==> src/rtl/mipi_dphy_pkg.sv <==
// Shared D-PHY lane constants: LP line codes, byte/counter widths and the lane sequencer state encoding.
package mipi_dphy_pkg;

  localparam int unsigned LP_W   = 2;
  localparam int unsigned BYTE_W = 8;
  localparam int unsigned CNT_W  = 16;

  localparam logic [LP_W-1:0] LP11 = 2'b11;
  localparam logic [LP_W-1:0] LP01 = 2'b01;
  localparam logic [LP_W-1:0] LP00 = 2'b00;
  localparam logic [LP_W-1:0] LP10 = 2'b10;

  typedef enum logic [2:0] {
    ST_IDLE      = 3'd0,
    ST_STOP      = 3'd1,
    ST_HS_RQST   = 3'd2,
    ST_HS_PREP   = 3'd3,
    ST_SYNC_WAIT = 3'd4,
    ST_HS_RX     = 3'd5,
    ST_ERR       = 3'd6
  } lane_state_e;

endpackage

==> src/rtl/mipi_lane_align_ctrl_if.sv <==
// Aligner-facing and packet-facing signals of the lane sequencer; master = sequencer side.
interface mipi_lane_align_ctrl_if;
  import mipi_dphy_pkg::*;

  logic              align_valid;
  logic [BYTE_W-1:0] align_data;
  logic              align_rst_n;
  logic [BYTE_W-1:0] pkt_data;
  logic              pkt_valid;
  logic              pkt_sof;
  logic              pkt_eof;

  modport master (
    input  align_valid, align_data,
    output align_rst_n, pkt_data, pkt_valid, pkt_sof, pkt_eof
  );

  modport slave (
    output align_valid, align_data,
    input  align_rst_n, pkt_data, pkt_valid, pkt_sof, pkt_eof
  );
endinterface

==> src/rtl/mipi_lp_debounce.sv <==
// LP line filter: a code is accepted once it has been sampled on LP_DEBOUNCE consecutive edges.
module mipi_lp_debounce
  import mipi_dphy_pkg::*;
#(
  parameter int unsigned LP_DEBOUNCE = 2
) (
  input  logic            clk,
  input  logic            rst_n,
  input  logic [LP_W-1:0] lp_in,
  output logic [LP_W-1:0] lp_out
);

  localparam int unsigned CW = $clog2(LP_DEBOUNCE + 1);

  logic [LP_W-1:0] cand;
  logic [CW-1:0]   cnt;
  logic [CW-1:0]   cnt_nxt;

  // run length of the current candidate, saturating at the acceptance length
  always_comb begin
    cnt_nxt = CW'(1);
    if (lp_in == cand) begin
      if (cnt == CW'(LP_DEBOUNCE)) cnt_nxt = cnt;
      else                         cnt_nxt = cnt + CW'(1);
    end
  end

  always_ff @(posedge clk or negedge rst_n) begin
    if (!rst_n) begin
      cand   <= LP00;
      cnt    <= '0;
      lp_out <= LP00;
    end else begin
      cand <= lp_in;
      cnt  <= cnt_nxt;
      if (cnt_nxt == CW'(LP_DEBOUNCE)) lp_out <= lp_in;
    end
  end

endmodule

==> src/rtl/mipi_lane_align_ctrl.sv <==
// Per-lane HS burst sequencer: LP entry detection, aligner reset/sync wait, sof/eof packet framing.
// Optional statistics counters are built when MIPI_ALIGN_STATS_EN is defined.
module mipi_lane_align_ctrl
  import mipi_dphy_pkg::*;
#(
  parameter int unsigned LP_DEBOUNCE   = 2,
  parameter int unsigned ALIGN_RST_CYC = 4,
  parameter int unsigned SYNC_TIMEOUT  = 64
) (
  input  logic                   byte_clk,
  input  logic                   sys_rst_n,
  input  logic                   enable,
  input  logic [LP_W-1:0]        lp_state,
  mipi_lane_align_ctrl_if.master bus,
  output logic                   hs_active,
  output logic                   sync_timeout,
  output logic [CNT_W-1:0]       burst_cnt,
  output logic [CNT_W-1:0]       timeout_cnt
);

  localparam int unsigned TW = $clog2(SYNC_TIMEOUT + 1);
  localparam int unsigned PW = $clog2(ALIGN_RST_CYC + 1);

  lane_state_e       state;
  logic [LP_W-1:0]   lp;
  logic [TW-1:0]     timer;
  logic [PW-1:0]     prep_cnt;
  logic [BYTE_W-1:0] hold;
  logic              hold_full;
  logic              first;
  logic              burst_done_c;
  logic              timeout_c;

  mipi_lp_debounce #(.LP_DEBOUNCE(LP_DEBOUNCE)) u_lp_debounce (
    .clk    (byte_clk),
    .rst_n  (sys_rst_n),
    .lp_in  (lp_state),
    .lp_out (lp)
  );

  // a trailing align_valid beats both the LP-11 exit and the timeout
  assign burst_done_c = enable && (state == ST_HS_RX) && !bus.align_valid && (lp == LP11);
  assign timeout_c    = enable && (state == ST_SYNC_WAIT) && !bus.align_valid &&
                        (lp != LP11) && (timer == TW'(SYNC_TIMEOUT));

  always_ff @(posedge byte_clk or negedge sys_rst_n) begin
    if (!sys_rst_n) begin
      state           <= ST_IDLE;
      bus.align_rst_n <= 1'b0;
      bus.pkt_data    <= '0;
      bus.pkt_valid   <= 1'b0;
      bus.pkt_sof     <= 1'b0;
      bus.pkt_eof     <= 1'b0;
      hs_active       <= 1'b0;
      sync_timeout    <= 1'b0;
      timer           <= '0;
      prep_cnt        <= '0;
      hold            <= '0;
      hold_full       <= 1'b0;
      first           <= 1'b0;
    end else begin
      bus.pkt_valid <= 1'b0;
      bus.pkt_sof   <= 1'b0;
      bus.pkt_eof   <= 1'b0;
      sync_timeout  <= 1'b0;
      if (!enable) begin
        state           <= ST_IDLE;
        bus.align_rst_n <= 1'b0;
        hs_active       <= 1'b0;
        hold_full       <= 1'b0;
        first           <= 1'b0;
      end else begin
        unique case (state)
          ST_IDLE: begin
            bus.align_rst_n <= 1'b0;
            if (lp == LP11) state <= ST_STOP;
          end
          ST_STOP: begin
            if (lp == LP01)                      state <= ST_HS_RQST;
            else if (lp == LP00 || lp == LP10)   state <= ST_IDLE;
          end
          ST_HS_RQST: begin
            if (lp == LP00) begin
              state           <= ST_HS_PREP;
              prep_cnt        <= '0;
              bus.align_rst_n <= 1'b0;
            end else if (lp == LP11) begin
              state <= ST_STOP;
            end else if (lp == LP10) begin
              state <= ST_IDLE;
            end
          end
          ST_HS_PREP: begin
            if (prep_cnt == PW'(ALIGN_RST_CYC - 1)) begin
              state           <= ST_SYNC_WAIT;
              bus.align_rst_n <= 1'b1;
              hs_active       <= 1'b1;
              timer           <= '0;
            end else begin
              prep_cnt <= prep_cnt + PW'(1);
            end
          end
          ST_SYNC_WAIT: begin
            if (bus.align_valid) begin
              state     <= ST_HS_RX;
              hold      <= bus.align_data;
              hold_full <= 1'b1;
              first     <= 1'b1;
            end else if (lp == LP11) begin
              state           <= ST_STOP;
              bus.align_rst_n <= 1'b0;
              hs_active       <= 1'b0;
            end else if (timeout_c) begin
              state           <= ST_ERR;
              sync_timeout    <= 1'b1;
              bus.align_rst_n <= 1'b0;
              hs_active       <= 1'b0;
            end else begin
              timer <= timer + TW'(1);
            end
          end
          ST_HS_RX: begin
            // one-byte hold lets the last byte of the burst carry eof
            if (bus.align_valid) begin
              if (hold_full) begin
                bus.pkt_valid <= 1'b1;
                bus.pkt_sof   <= first;
                bus.pkt_data  <= hold;
                first         <= 1'b0;
              end
              hold      <= bus.align_data;
              hold_full <= 1'b1;
            end else if (burst_done_c) begin
              if (hold_full) begin
                bus.pkt_valid <= 1'b1;
                bus.pkt_sof   <= first;
                bus.pkt_eof   <= 1'b1;
                bus.pkt_data  <= hold;
              end
              hold_full       <= 1'b0;
              first           <= 1'b0;
              bus.align_rst_n <= 1'b0;
              hs_active       <= 1'b0;
              state           <= ST_STOP;
            end
          end
          ST_ERR: begin
            bus.align_rst_n <= 1'b0;
            if (lp == LP11) state <= ST_STOP;
          end
          default: state <= ST_IDLE;
        endcase
      end
    end
  end

`ifdef MIPI_ALIGN_STATS_EN
  always_ff @(posedge byte_clk or negedge sys_rst_n) begin
    if (!sys_rst_n) begin
      burst_cnt   <= '0;
      timeout_cnt <= '0;
    end else begin
      if (burst_done_c && burst_cnt != 16'hFFFF)  burst_cnt   <= burst_cnt + CNT_W'(1);
      if (timeout_c && timeout_cnt != 16'hFFFF)   timeout_cnt <= timeout_cnt + CNT_W'(1);
    end
  end
`else
  assign burst_cnt   = '0;
  assign timeout_cnt = '0;
`endif

endmodule
==> src/flat_wrapper.sv <==
// flat-port wrapper written by rule: the top's interface ports become plain ports
module mipi_lane_align_ctrl_flat import mipi_dphy_pkg::*;
#(
  parameter int unsigned LP_DEBOUNCE   = 2,
  parameter int unsigned ALIGN_RST_CYC = 4,
  parameter int unsigned SYNC_TIMEOUT  = 64
)
  (byte_clk, sys_rst_n, enable, lp_state, hs_active, sync_timeout, burst_cnt, timeout_cnt, bus_align_valid, bus_align_data, bus_align_rst_n, bus_pkt_data, bus_pkt_valid, bus_pkt_sof, bus_pkt_eof);
  mipi_lane_align_ctrl_if bus_i ();
  input  logic byte_clk;
  input  logic sys_rst_n;
  input  logic enable;
  input  logic [LP_W-1:0] lp_state;
  output logic hs_active;
  output logic sync_timeout;
  output logic [CNT_W-1:0] burst_cnt;
  output logic [CNT_W-1:0] timeout_cnt;
  input wire logic [$bits(bus_i.align_valid)-1:0] bus_align_valid;
  input wire logic [$bits(bus_i.align_data)-1:0] bus_align_data;
  output wire logic [$bits(bus_i.align_rst_n)-1:0] bus_align_rst_n;
  output wire logic [$bits(bus_i.pkt_data)-1:0] bus_pkt_data;
  output wire logic [$bits(bus_i.pkt_valid)-1:0] bus_pkt_valid;
  output wire logic [$bits(bus_i.pkt_sof)-1:0] bus_pkt_sof;
  output wire logic [$bits(bus_i.pkt_eof)-1:0] bus_pkt_eof;
  assign bus_i.align_valid = bus_align_valid;
  assign bus_i.align_data = bus_align_data;
  assign bus_align_rst_n = bus_i.align_rst_n;
  assign bus_pkt_data = bus_i.pkt_data;
  assign bus_pkt_valid = bus_i.pkt_valid;
  assign bus_pkt_sof = bus_i.pkt_sof;
  assign bus_pkt_eof = bus_i.pkt_eof;
  mipi_lane_align_ctrl #(.LP_DEBOUNCE(LP_DEBOUNCE), .ALIGN_RST_CYC(ALIGN_RST_CYC), .SYNC_TIMEOUT(SYNC_TIMEOUT)) u_core (.byte_clk(byte_clk), .sys_rst_n(sys_rst_n), .enable(enable), .lp_state(lp_state), .bus(bus_i), .hs_active(hs_active), .sync_timeout(sync_timeout), .burst_cnt(burst_cnt), .timeout_cnt(timeout_cnt));
endmodule
==> config.mk <==
export PLATFORM = sky130hd
export DESIGN_NAME = mipi_lane_align_ctrl_flat
export DESIGN_NICKNAME = d
export VERILOG_FILES = /design/src/rtl/mipi_dphy_pkg.sv /design/src/rtl/mipi_lane_align_ctrl_if.sv /design/src/rtl/mipi_lp_debounce.sv /design/src/rtl/mipi_lane_align_ctrl.sv /design/src/flat_wrapper.sv
export SDC_FILE = /design/constraint.sdc
export NUM_CORES = 1
export LEC_CHECK = 0
export ABC_CLOCK_PERIOD_IN_PS = 4900
export CORE_AREA = 2 2 70 72
export DETAILED_ROUTE_END_ITERATION = 6
export DIE_AREA = 0 0 72 74
export PLACE_DENSITY = 0.93
export SLEW_MARGIN = 0
export SYNTH_ARGS = -nofsm -noshare
export SYNTH_HDL_FRONTEND = slang
export SYNTH_SLANG_ARGS = --single-unit
==> constraint.sdc <==
create_clock -name byte_clk -period 4.9 [get_ports byte_clk]
set_input_delay 1.225 -clock byte_clk [delete_from_list [all_inputs] [get_ports byte_clk]]
set_output_delay 1.225 -clock byte_clk [all_outputs]
set_load 0.02 [all_outputs]
==> impl_metrics.yaml <==
status:
  status: "completed"
critical_path:
  r2r_cells: 4
  required_ps: 5090
  reg2reg_from: "u_core.state[0]"
  crit_fanout: 14
  r2r-end: "u_core.timer[3]"
  startpoint: "enable"
  reg2reg_setup_slack_ps: 2880
  endpoint_kind: "flip-flop"
  crit_arrival_ps: 3130
  critPathKind: "in2reg"
  critPathLaunchType: "primary input"
  cp-endpoint: "u_core.state[1]"
grt:
  antenna_found_initial: 0
  first_global_vias: 1541
  grt_max_degree: 44
  grt_overflow: 0
  grt_pass1_wl_um: 7080
  grt_use_total: 0.171
pwr:
  peakVddDrop_mv: 0.183
  comb_power_share: 0.233
  power.internal_mw: 0.717
  power_frac_clock: 0.314
  leakagePower_nw: 1.26
  p_sw_frac: 0.302
  powerDensity_nw_per_um2: 382
  power_switching_mw: 0.310
  seq_power_share: 0.453
placed_design:
  gp_congestion: 0.827
  dpl.cell_count: 298
  dp.final_hpwl_um: 3070
  placed_area_sq_um: 2560
  port-buffer-count: 27
  pre_cts_ws_ps: 1660
clocking:
  htreeDepth: 2
  cts_setup_buffers: 0
  clkSlewWorstSetupHoldPaths_ps: 80
  cts_root_buffer: "clkbuf_8"
  numClockSinks: 43
  clock_path_buffers: 2
  tritoncts.num_buffers: 5
  cts_hold_buf: 0
  cts_tree: "built"
  cts_resized: 0
  worstSkewPairLatency_ps: 300
synthesis:
  syn-mean-instance-area_sq_um: 10.6
  synth_warnings: 0
  syn_inst: 225
  yosysSeqAreaShare: 0.453
  synth_seq_cells: 43
  synth_top_area_frac: 0.453
  synth.distinct_cells: 43
  synth_area_leaders: "dfrtp_1 (45%), buf_4 (10%), mux2_2 (8.5%)"
  syn-cell-area_sq_um: 2380
  yosysTopAreaCell: "dfrtp_1"
die:
  core_area_sq_um: 4600
  ios: 60
  die_w_um: 72
  rows: 25
  die_area_sq_um: 5330
  die_h_um: 74
  start_util: 0.517
routing:
  ant_nets: 0
  wl_met1_um: 1710
  routed_wl_um: 4160
  drt-initial-drc-count: 158
  dr_total_vias: 1586
  via_per_inst: 5.18
  wl_per_cell_um: 13.6
  dr_wl_met3_um: 223
  drt_first_pass_iters: 4
  met2_wirelength_um: 2150
  route.detailed.drc: 0
  top_layer_used: "met4"
final_layout:
  final_core_util: 0.585
  drive_gt1_frac: 0.135
  antenna_cells: 0
  final_cells: 306
  nets: 275
  syn2layout_area_growth_pct: 13.2
  fill_cells: 386
  final_area_sq_um: 2690
sta:
  fin_worst_skew_ps: 5.19
  max_freq_ghz: 0.340
  period_share: 0.600
  fin_crit_ps: 2940
  setup_slack_ps: 1960
  worstMarginPinSlew_ps: 906
  slew_violations: 0
  fin_tns_setup_ps: 0
  hold_violations: 0
  relSlewSlack: 0.396
  rsz0062_at_grt: "false"
  setup_viol: 0
job:
  maxCapViolations: 0
min_path:
  holdPathStages: 2
  hold_class: "reg2reg"
==> registers in the layout, summed over array words and instances, names as in the netlist, 2 cells and up <==
name / cells
u_core.bus.pkt_data: 8
u_core.hold: 8
u_core.timer: 7
u_core.prep_cnt: 3
u_core.state: 3
u_core.u_lp_debounce.cand: 2
u_core.u_lp_debounce.cnt: 2
u_core.u_lp_debounce.lp_out: 2
==> worst min path at each step <==
stage                             endpoint                   start
floorplan               u_core.prep_cnt[2]      u_core.prep_cnt[2]
global placement        u_core.prep_cnt[1]      u_core.prep_cnt[1]
detailed placement      u_core.prep_cnt[2]      u_core.prep_cnt[2]
CTS                     u_core.prep_cnt[2]      u_core.prep_cnt[2]
global route        u_core.bus.pkt_data[1]  u_core.bus.pkt_data[1]
finish                  u_core.prep_cnt[2]      u_core.prep_cnt[2]
==> final cells by class <==
cell class	count	area, sq um	area share
clock buffer	6	72.6	0.0270
clock inverter	2	60.1	0.0223
inverter	12	45.0	0.0167
multi-input combinational	162	1100	0.410
sequential	43	1080	0.400
tap	54	67.6	0.0251
timing repair buffer	27	265	0.0986
==> power groups by stage <==
stage | Combinational [mW] | Sequential, mW | Clock (mW)
2_1_floorplan | 0.228 | 0.437 | 0
3_3_place_gp | 0.223 | 0.466 | 0
3_5_place_dp | 0.240 | 0.471 | 0
4_1_cts | 0.241 | 0.465 | 0.330
5_1_grt | 0.272 | 0.475 | 0.344
6_report | 0.239 | 0.465 | 0.323
==> synthesized netlist by cell type, drive strengths merged <==
| library cell | number |
|---|---|
| o31a | 1 |
| or2 | 2 |
| and2 | 3 |
| or2b | 1 |
| conb | 1 |
| o311a | 1 |
| xnor2 | 2 |
| inv | 12 |
| o211ai | 1 |
| nor3b | 3 |
| nand2 | 17 |
| or3 | 6 |
| a21o | 1 |
| nor2b | 4 |
| and2b | 1 |
| nor2 | 7 |
| clkbuf | 6 |
| buf | 33 |
| o2111ai | 2 |
| a21oi | 6 |
| nand3b | 2 |
| nand4 | 2 |
| a21boi | 1 |
| nor3 | 5 |
| or4b | 1 |
| dfrtp | 43 |
| xor2 | 2 |
| a221oi | 1 |
| mux2 | 19 |
| nand3 | 5 |
| a22o | 1 |
| ha | 10 |
| a22oi | 1 |
| mux2i | 3 |
| nand2b | 3 |
| o21ai | 14 |
| o31ai | 2 |
==> per-stage QoR <==
stage / power (mW) / hold slack [ps]
after CTS: 1.04 / 497
after global placement: 0.689 / 472
final: 1.03 / 500
after floorplan: 0.665 / 450
after global routing: 1.09 / 522
after detailed placement: 0.711 / 479
==> critical path: stages <==
cell and delay [ps]:
clkdlybuf4s50_1 770, nand2_1 180, or3_1 430, o31a_1 160
nand2_4 80, mux2_4 290
==> layer usage <==
layer,GRT usage,vias to the layer above
li1,-,753
met1,0.206,769
met2,0.293,54
met3,0.0474,10
met4,0.0692,0
met5,0,-
==> logic make-up (layout without fill, tap and decap cells) <==
kind of cell | after synthesis | count (layout) | synth area share
AOI/OAI and AO/OA | 32 | 32 | 0.0964
xor gates and xnor gates | 4 | 4 | 0.0147
adders and majority gates | 10 | 10 | 0.0527
buffers and inverters | 51 | 47 | 0.132
DFF | 43 | 43 | 0.453
muxes | 22 | 22 | 0.104
other | 1 | 32 | 0.00158
and+or+nand+nor | 62 | 62 | 0.146
==> cells in the final DEF (no fill, tap or decap), types with 2 or more instances in the layout <==
master,netlist,routed
and2_1,3,3
ha_1,10,10
inv_1,12,12
nand3_1,5,5
or3_1,6,6
nor3b_1,2,2
mux2i_1,3,3
nand4_1,2,2
nor2_1,7,7
a21oi_1,6,6
xor2_1,2,2
nor3_1,5,5
mux2_2,18,18
nor2b_1,4,4
nand3b_1,2,2
nand2b_1,3,3
clkdlybuf4s50_1,0,26
o21ai_0,14,14
o31ai_1,2,2
nand2_1,16,16
conb_1,1,32
xnor2_1,2,2
bufinv_16,0,2
dfrtp_1,43,43
clkbuf_8,0,5
Power figures use the tool's default switching activity.
==> RTL edit (same flow settings) <==
Register the output `sync_timeout` once more; this adds one clock of latency there. The other outputs are not delayed to match.
--- a/src/rtl/mipi_lane_align_ctrl.sv
+++ b/src/rtl/mipi_lane_align_ctrl.sv
@@ -21,4 +21,6 @@
   localparam int unsigned TW = $clog2(SYNC_TIMEOUT + 1);
   localparam int unsigned PW = $clog2(ALIGN_RST_CYC + 1);
+
+  logic sync_timeout_s0;
 
   lane_state_e       state;
@@ -53,5 +55,5 @@
       bus.pkt_eof     <= 1'b0;
       hs_active       <= 1'b0;
-      sync_timeout    <= 1'b0;
+      sync_timeout_s0 <= 1'b0;
       timer           <= '0;
       prep_cnt        <= '0;
@@ -63,5 +65,5 @@
       bus.pkt_sof   <= 1'b0;
       bus.pkt_eof   <= 1'b0;
-      sync_timeout  <= 1'b0;
+      sync_timeout_s0 <= 1'b0;
       if (!enable) begin
         state           <= ST_IDLE;
@@ -113,5 +115,5 @@
             end else if (timeout_c) begin
               state           <= ST_ERR;
-              sync_timeout    <= 1'b1;
+              sync_timeout_s0 <= 1'b1;
               bus.align_rst_n <= 1'b0;
               hs_active       <= 1'b0;
@@ -170,3 +172,11 @@
 `endif
 
+  always_ff @(posedge byte_clk or negedge sys_rst_n) begin
+    if (!sys_rst_n) begin
+      sync_timeout <= '0;
+    end else begin
+      sync_timeout <= sync_timeout_s0;
+    end
+  end
+
 endmodule
Function: no difference found for any inputs over 10 cycles, from zero or initial values and one cycle with sys_rst_n low; that may be too few to reach the edited logic, so the function may still have changed.
==> RTL edit against the unedited design <==
- setup slack got worse by 0.28 ns
- sequential share of layout area decreased by 0.27 points
- synthesized cell count increased by 3.6%
- sequential cell count up 1
- count of clock-buffer cells in the layout did not move
- final area grew 3.0%
- wire length grew 8.4%
- total power increased by 7.5%
- area after synthesis rose by 4.3%
- largest power group unchanged
- sequential power grew 10%
==> RTL edit: results (changes against the unedited design) <==
- Met1 Resource Use GR: 22.34% (+1.7 points)
- # diodes: 0 (unchanged)
- Unique masters post-synth: 46 (+7.0%)
- Peak VDD IR: 0.2598 mV (+42%)
- Hold Path Depth: 0 (-2)
- Layout cells sized above 1: 14.62% (+1.1 points)
- M2 GR Usage: 33.33% (+4.0 points)
- Hold_sp: u_core.sync_timeout_s0
- Adder-Cell Fraction of Synth Area: 5.048% (-0.22 points)
- Met3 usage: 4.472% (-0.27 points)
- Critical Path Start: enable
- Post-CTS setup repair buffer count: 0 (unchanged)
- Status: finished, final reports clean
- Post-cts repair resize count: 0 (unchanged)
- DP HPWL: 3.297 mm (+7.3%)
- Slew HR: 35.90% (-3.7 points)
- Post-synthesis mux area share: 10.65% (+0.22 points)
- R2R setup slack: 2.60 ns (-0.28 ns)
- Max Fanout on Critical Path: 15 (+1)
- Ranking of synthesized cells by area: dfrtp_1 44%, buf_4 9.7%, mux2_2 8.6%
- Worst path max stage delay: 0.77 ns (about the same)
- Pin count of the biggest net entering global routing: 45 (+2.3%)
- Final RePlAce weighted congestion: 0.8467 (+2.3%)
- Post-synth top cells: 44 x dfrtp_1, 32 x buf_4, 19 x mux2_2, 19 x o21ai_0
- R2R Path End: u_core.state[2]
- Vias in the first global route: 1,636 (+6.2%)
- Top sig layer: met4
- DP Worst Slack: 1.377 ns (-0.2874 ns)
- Hold Path Class: reg -> reg
- CP max-delay cell: clkdlybuf4s50_1
- Largest registers: u_core.bus.pkt_data x8, u_core.hold x8, u_core.timer x7
- Gr usage total: 18.76% (+1.6 points)
- Vias per cell: 5.424 (+4.6%)
- WP data arrival: 3.41 ns (+0.28 ns)
- DR WL met3: 250 um (+12%)
- Final min period: 3.222 ns (+0.2825 ns)
- Post-route DRC: 0 (unchanged)
- Worst Hold Path EP: u_core.sync_timeout
- R2r worst-path depth: 5 (+1)
- Port Buffer Count: 27 (unchanged)
- Clock Skew: 0.007635 ns (+0.002449 ns)
- Global-route wire length before repair: 7.562 mm (+6.8%)
- Met2 WL: 2.331 mm (+8.5%)
- CTS HTree Levels: 2 (unchanged)
- Compound-Gate Fraction of Synth Area: 11.86% (+2.2 points)
- Number of DRC markers in iteration 0: 101 (-36%)
- Worst r2r src: u_core.state[1]
- Metal-1 WL: 1.854 mm (+8.6%)
- Seq/Total Area, Yosys: 44.42% (-0.86 points)
- Wirelength per Cell: 14.38 um (+5.6%)
- Pleak: 0.001286 uW (+2.4%)
- Nets@finish: 283 (+2.9%)
- Xor/xnor share of the synthesized area: 0.7067% (-0.77 points)
[RTL edit: cell count changes in the layout (fill, tap and decap cells not counted), sizes merged, moves of 3 or more]
cell / change
or3: -3
nand2: -5
a31oi: +7
nor3: -3
o21ai: +7
[RTL edit: per-stage QoR]
stage	utilization, %	instance area (um2)	instances	hold slack (ns)
2_1_floorplan	-	2595	264	0.3312
3_5_place_dp	57.63	2650	306	0.3536
4_1_cts	60.27	2771	314	0.3735
5_1_grt	60.27	2771	314	0.3810
6_report	60.27	2771	314	0.3680
3_3_place_gp	57.63	2650	306	0.3350
[RTL edit: power by group]
part           internal, uW  switching (uW)  leakage (uW)
logic                   140             160      0.000642
clock network           167             124     0.0000614
registers               435            77.8      0.000583
total                   742             362       0.00129
[RTL edit: final cells by class]
type | instances | area [um2]
flip-flops and latches | 44 | 1101
clock inverters | 2 | 38.79
fillers | 380 | 1827
clock buffers | 6 | 82.58
repair buffers | 27 | 265.3
inverters | 12 | 45.04
well taps | 54 | 67.56
multi-input cells | 169 | 1171
